==> src/rtl/microroc_sc_load_scheduler_pkg.sv <==
// microroc_sc_pkg: shared FSM state encoding and serializer length constants
// for the MICROROC slow-control / read-scope load scheduler.
package microroc_sc_pkg;
    localparam int SC_BIT_LENGTH = 592;
    localparam int RR_BIT_LENGTH = 64;
    localparam int SHIFT_LEN_W   = 10;
    typedef enum logic [2:0] {IDLE, SELECT, START, SHIFT, DONE, ERR, SETTLE} state_t;
    function automatic logic [SHIFT_LEN_W-1:0] shift_len(input logic mode, input int sc_len, input int rr_len);
        return mode ? SHIFT_LEN_W'(sc_len) : SHIFT_LEN_W'(rr_len);
    endfunction
endpackage

==> src/rtl/microroc_sc_load_scheduler_rr_arbiter.sv <==
// rr_arbiter: combinational round-robin pick of the first pending chain
// after the previously granted one, wrapping around.
module rr_arbiter #(
    parameter int N  = 4,
    parameter int PW = (N > 1) ? $clog2(N) : 1
) (
    input  logic [N-1:0]  i_pending,
    input  logic [PW-1:0] i_ptr,
    output logic [PW-1:0] o_grant,
    output logic          o_valid
);
    logic [PW-1:0] w_idx;
    always_comb begin
        o_grant = '0;
        o_valid = 1'b0;
        w_idx   = '0;
        // Walk from farthest to nearest so the chain right after i_ptr wins.
        for (int i = N; i >= 1; i--) begin
            w_idx = PW'((int'(i_ptr) + i) % N);
            if (i_pending[w_idx]) begin
                o_grant = w_idx;
                o_valid = 1'b1;
            end
        end
    end
endmodule

==> src/rtl/microroc_sc_load_scheduler.sv <==
// microroc_sc_load_scheduler: round-robin sequencing of per-chain MICROROC parameter
// loads onto one shared serializer, with timeout, settle gap and abort.
module microroc_sc_load_scheduler #(
    parameter int ASIC_CHAIN_NUMBER = 4,
    parameter int SC_BIT_LENGTH     = microroc_sc_pkg::SC_BIT_LENGTH,
    parameter int RR_BIT_LENGTH     = microroc_sc_pkg::RR_BIT_LENGTH,
    parameter int SETTLE_CYCLES     = 16,
    parameter int TIMEOUT_CYCLES    = 4096
) (
    input  logic                                   Clk,
    input  logic                                   reset,
    input  logic [ASIC_CHAIN_NUMBER-1:0]           LoadRequest,
    input  logic [ASIC_CHAIN_NUMBER-1:0]           LoadModeSlowControl,
    input  logic                                   AbortAll,
    input  logic                                   ErrorClear,
    input  logic                                   ShiftDone,
    output logic [ASIC_CHAIN_NUMBER-1:0]           ChainSelect,
    output logic [ASIC_CHAIN_NUMBER-1:0]           SlowOrReadScopeSelect,
    output logic                                   ShiftStart,
    output logic [microroc_sc_pkg::SHIFT_LEN_W-1:0] ShiftLength,
    output logic                                   Busy,
    output logic [ASIC_CHAIN_NUMBER-1:0]           LoadDone,
    output logic [ASIC_CHAIN_NUMBER-1:0]           LoadError
);
    import microroc_sc_pkg::*;

    localparam int N  = ASIC_CHAIN_NUMBER;
    localparam int PW = (N > 1) ? $clog2(N) : 1;
    localparam int TW = $clog2(TIMEOUT_CYCLES + 1);
    localparam int SW = $clog2(SETTLE_CYCLES + 1);

    if (SC_BIT_LENGTH >= (1 << SHIFT_LEN_W) || RR_BIT_LENGTH >= (1 << SHIFT_LEN_W)) begin : g_len_overflow
        $error("ShiftLength constants do not fit in %0d bits", SHIFT_LEN_W);
    end

    state_t        r_state;
    logic [N-1:0]  r_pending;
    logic [PW-1:0] r_ptr;
    logic [TW-1:0] r_tmo_cnt;
    logic [SW-1:0] r_settle_cnt;
    logic          r_rereq;
    logic [PW-1:0] w_grant;
    logic          w_grant_valid;
    logic [N-1:0]  w_ptr_oh;
    logic          w_timeout;
    logic          w_shift_end;
    logic [N-1:0]  w_clr;

    rr_arbiter #(.N(N), .PW(PW)) u_arb (
        .i_pending (r_pending),
        .i_ptr     (r_ptr),
        .o_grant   (w_grant),
        .o_valid   (w_grant_valid)
    );

    assign w_ptr_oh    = N'(1) << r_ptr;
    assign w_timeout   = (r_tmo_cnt == TW'(TIMEOUT_CYCLES - 1));
    assign w_shift_end = (r_state == SHIFT) && (ShiftDone || w_timeout) && !AbortAll;
    // A re-request of the active chain made after its grant keeps it pending for a second load.
    assign w_clr       = (w_shift_end && !r_rereq) ? w_ptr_oh : '0;
    assign Busy        = (r_state != IDLE);

    always_ff @(posedge Clk or posedge reset) begin
        if (reset) begin
            r_state               <= IDLE;
            r_pending             <= '0;
            r_ptr                 <= PW'(N - 1);
            r_tmo_cnt             <= '0;
            r_settle_cnt          <= '0;
            r_rereq               <= 1'b0;
            ChainSelect           <= '0;
            SlowOrReadScopeSelect <= '0;
            ShiftStart            <= 1'b0;
            ShiftLength           <= '0;
            LoadDone              <= '0;
            LoadError             <= '0;
        end else begin
            r_pending  <= AbortAll ? '0 : (r_pending & ~w_clr) | LoadRequest;
            r_rereq    <= (AbortAll || r_state == IDLE) ? 1'b0 : r_rereq | LoadRequest[r_ptr];
            LoadDone   <= '0;
            ShiftStart <= 1'b0;
            if (ErrorClear)
                LoadError <= '0;
            if (AbortAll) begin
                r_state     <= IDLE;
                ChainSelect <= '0;
            end else begin
                case (r_state)
                    IDLE: begin
                        if (w_grant_valid) begin
                            r_ptr   <= w_grant;
                            r_state <= SELECT;
                        end
                    end
                    SELECT: begin
                        ChainSelect                  <= w_ptr_oh;
                        SlowOrReadScopeSelect[r_ptr] <= LoadModeSlowControl[r_ptr];
                        ShiftLength                  <= shift_len(LoadModeSlowControl[r_ptr], SC_BIT_LENGTH, RR_BIT_LENGTH);
                        ShiftStart                   <= 1'b1;
                        r_state                      <= START;
                    end
                    START: begin
                        r_tmo_cnt <= '0;
                        r_state   <= SHIFT;
                    end
                    SHIFT: begin
                        if (ShiftDone) begin
                            LoadDone <= w_ptr_oh;
                            r_state  <= DONE;
                        end else if (w_timeout) begin
                            LoadError[r_ptr] <= 1'b1;
                            r_state          <= ERR;
                        end else begin
                            r_tmo_cnt <= r_tmo_cnt + 1'b1;
                        end
                    end
                    DONE, ERR: begin
                        r_settle_cnt <= SW'(SETTLE_CYCLES - 1);
                        r_state      <= SETTLE;
                    end
                    SETTLE: begin
                        if (r_settle_cnt == '0) begin
                            ChainSelect <= '0;
                            r_state     <= IDLE;
                        end else begin
                            r_settle_cnt <= r_settle_cnt - 1'b1;
                        end
                    end
                    default: r_state <= IDLE;
                endcase
            end
        end
    end
endmodule

==> config.mk <==
export PLATFORM = sky130hd
export DESIGN_NAME = microroc_sc_load_scheduler
export DESIGN_NICKNAME = d
export VERILOG_FILES = /design/src/rtl/microroc_sc_load_scheduler_pkg.sv /design/src/rtl/microroc_sc_load_scheduler_rr_arbiter.sv /design/src/rtl/microroc_sc_load_scheduler.sv
export SDC_FILE = /design/constraint.sdc
export NUM_CORES = 1
export LEC_CHECK = 0
export ABC_AREA = 1
export CAP_MARGIN = 20
export CORE_MARGIN = 2
export CORE_UTILIZATION = 40
export DETAILED_ROUTE_END_ITERATION = 8
export SYNTH_ARGS = -nofsm -noshare
export SYNTH_HDL_FRONTEND = slang
export SYNTH_SLANG_ARGS = --single-unit
==> constraint.sdc <==
create_clock -name Clk -period 1.6 [get_ports Clk]
set_input_delay 0.48 -clock Clk [delete_from_list [all_inputs] [get_ports Clk]]
set_output_delay 0.48 -clock Clk [all_outputs]
set_load 0.005 [all_outputs]
==> impl_metrics.env <==
export IMPL_dr_pass1_iters=8
export IMPL_yosysSeqAreaShare_pct=44.0
export IMPL_vdd_ir_drop_max_mv=0.499
export IMPL_yosys_mux_area_fraction_pct=0
export IMPL_synth_seq_cells=47
export IMPL_async_reset_ff_share_pct=100
export IMPL_syn_inst=355
export IMPL_slew_viol_final=0
export IMPL_synth_simple_area_share_pct=28.9
export IMPL_critical_path_top_delay_family="flip-flops"
export IMPL_clock_latency_ns=0.30
export IMPL_multi_input_area_um2=1320
export IMPL_dieHeight_um=85.8
export IMPL_clk_pin_slew_ns=0.09
export IMPL_initialDrtViolationCount=157
export IMPL_remaining_drc_errors=5
export IMPL_fmax_ghz=0.661
export IMPL_end_kind="register"
export IMPL_finalNonFillerCells=512
export IMPL_fin_area_um2=3600
export IMPL_fill_cells=622
export IMPL_yosys_area_top_type_share_pct=42.1
export IMPL_clock_path_buffers=2
export IMPL_timing_critical_path_buf_inv=4
export IMPL_gp_congestion=0.846
export IMPL_synth_top_family_by_area="simple AND/OR/NAND/NOR gates"
export IMPL_start_util_pct=41.7
export IMPL_grt_ovfl_total=0
export IMPL_dpl_hpwl_um=4650
export IMPL_syn_area_um2=2680
export IMPL_rsz0062_at_grt="true"
export IMPL_num_vias=2484
export IMPL_n_antenna_cell=0
export IMPL_first_global_vias=2346
export IMPL_row_count=29
export IMPL_finalCritPeriodShare_pct=94.6
export IMPL_whs_path_depth=1
export IMPL_yosysTopAreaCell="dfrtp_1"
export IMPL_seqCellArea_um2=1180
export IMPL_power_share_sequential_pct=32.5
export IMPL_synth_enable_flop_cells=0
export IMPL_synthXorXnorAreaFrac_pct=1.96
export IMPL_crit_type="register to register"
export IMPL_wire_per_inst_um=12.4
export IMPL_die_x_um=85.8
export IMPL_worst_path_largest_cell_delay_ns=0.63
export IMPL_vias_per_cell=4.85
export IMPL_cts_max_level=2
export IMPL_nets=454
export IMPL_p_leak_nw=1.80
export IMPL_hold_class="register to register"
export IMPL_layout_drive_gt1_share_pct=20.5
export IMPL_finalSetupViolations=0
export IMPL_cts_hold_buf=0
export IMPL_r2r_cells=8
export IMPL_drt_total_wl_um=6340
export IMPL_required_ns=1.79
export IMPL_cp_start_kind="register"
export IMPL_antenna_found_initial=0
export IMPL_most_common_layout_cells="nand2_1, dfrtp_1, inv_1, buf_4, nor2_1"
export IMPL_crit_path_frequent_cell="inv_1"
export IMPL_core_um2=6420
export IMPL_p_sw_share_pct=36.3
export IMPL_final_common_cell="nand2_1"
export IMPL_ios=41
export IMPL_maxCapViolCount=0
export IMPL_yosys_warnings=0
export IMPL_fin_crit_ns=1.51
export IMPL_fin_hold_ws_ns=0.472
export IMPL_ys_types=33
export IMPL_antenna_left=0
export IMPL_root_buffer="clkbuf_8"
export IMPL_cts_tree="done"
export IMPL_grt_max_degree=48
export IMPL_synthAdderAreaFrac_pct=3.27
export IMPL_pwr_share_comb_pct=46.0
export IMPL_synth_ff_type="dfrtp_1"
export IMPL_crit_chain="buf_6 > buf_4 > ha_1 > inv_1 > nor2_1 > inv_1 > nand2_1 > o21ai_0"
export IMPL_cts_sinks=47
export IMPL_cts_buffers_inserted=5
export IMPL_powerDensity_nw_per_um2=1360
export IMPL_dieArea_um2=7360
export IMPL_io_buffers=33
export IMPL_clockPowerShare_pct=21.5
export IMPL_dpl_cell_area_um2=3300
export IMPL_cp_max_fo=5
export IMPL_avgSynthCellArea_um2=7.54
export IMPL_synth_compound_area_share_pct=11.3
export IMPL_p_int_mw=3.12
export IMPL_syn_to_final_growth_pct=34.5
export IMPL_cp_num_cells=8
export IMPL_grt_use_total_pct=18.2
export IMPL_final_hold_viol_count=0
export IMPL_outcome="finished with violations"
export IMPL_cpMaxStageDelayCell="dfstp_2"
export IMPL_netlist_top_cells_area="dfrtp_1, nand2_1, inv_1"
export IMPL_grt_pass1_wl_um=10700
export IMPL_power_switching_mw=1.78
export IMPL_fin_util_pct=56.1
export IMPL_violations="design-rule violations"
export IMPL_finClkSkew_ns=0.00667
export IMPL_post_place_cells=491
export IMPL_arrival_ns=1.71
-- layer usage --
metal / global-route usage (%) / vias up / part of all wire, %
met5: 0 / - / 0
met2: 30.5 / 40 / 47
li1: - / 1278 / -
met1: 24.6 / 1162 / 48
met4: 5.19 / 0 / 1.0
met3: 2.79 / 4 / 3.3
-- final timing paths --
check	startpoint	end	slack [ns]
worst max-delay path	r_ptr[0]$_DFFE_PP1P_	SlowOrReadScopeSelect[1]$_DFFE_PP0P_	0.09
worst min-delay path	ShiftLength[6]$_DFFE_PP0P_	ShiftLength[6]$_DFFE_PP0P_	0.47
worst max register to register	r_ptr[0]$_DFFE_PP1P_	SlowOrReadScopeSelect[1]$_DFFE_PP0P_	0.09
worst min register to register	ShiftLength[6]$_DFFE_PP0P_	ShiftLength[6]$_DFFE_PP0P_	0.47
max in group asynchronous	reset	r_ptr[1]$_DFFE_PP1P_	0.80
min in group asynchronous	reset	r_settle_cnt[3]$_DFFE_PP0P_	0.53
-- flip-flops by register name, indices dropped and copies added, names as in the netlist --
signal / count
ShiftLength: 2
ShiftStart: 1
LoadError: 4
r_tmo_cnt: 13
r_ptr: 2
LoadDone: 4
ChainSelect: 4
r_pending: 4
r_rereq: 1
SlowOrReadScopeSelect: 4
r_state: 3
r_settle_cnt: 5
-- kinds of logic after synthesis --
group	after synthesis
adders and majority gates	7
xor gates and xnor gates	6
buffers and inverters	62
AOI/OAI and AO/OA	56
and+or+nand+nor	176
DFF	47
other	1
-- stage by stage --
step	setup slack [ns]	setup TNS [ns]	total power, mW
floorplan	0.00720	0	2.70
global placement	-0.324	-6.93	3.59
detailed placement	-0.318	-6.99	3.61
CTS	0.00878	0	4.74
global route	-0.0137	-0.0374	5.28
finish	0.0868	0	4.90
-- Yosys cell counts (3+ instances only) --
| cell | number |
|---|---|
| a21oi_1 | 9 |
| buf_4 | 8 |
| dfrtp_1 | 45 |
| ha_1 | 7 |
| inv_1 | 44 |
| inv_2 | 3 |
| nand2_1 | 97 |
| nand3_1 | 16 |
| nand3b_1 | 3 |
| nand4_1 | 9 |
| nor2_1 | 33 |
| nor3_1 | 8 |
| o21ai_0 | 24 |
| o21ai_1 | 13 |
| o21bai_1 | 3 |
| o22ai_1 | 3 |
| or2_2 | 3 |
| xor2_1 | 6 |
-- layout make-up --
cell class                      instances  area share [%]
Sequential cell                        47            32.7
Clock buffer                            5            1.91
Timing Repair Buffer                   79            19.0
Tap cell                               77            2.67
Clock inverter                          3            1.88
Multi-Input combinational cell        252            36.7
Inverter                               49            5.18
-- power by group through the flow --
stage / clock (mW) / sequential (mW) / combinational, mW
6_report: 1.05 / 1.59 / 2.25
3_3_place_gp: 0 / 1.60 / 1.98
5_1_grt: 1.12 / 1.62 / 2.54
3_5_place_dp: 0 / 1.61 / 2.00
4_1_cts: 1.08 / 1.58 / 2.09
2_1_floorplan: 0 / 1.63 / 1.07
-- what timing repair did --
action,CTS,global route
endpoints found under the hold margin,0,0
gates resized for setup,27,30
setup buffers,8,5
setup endpoints to repair,25,35
pin swaps,1,6
Power figures use the tool's default switching activity.
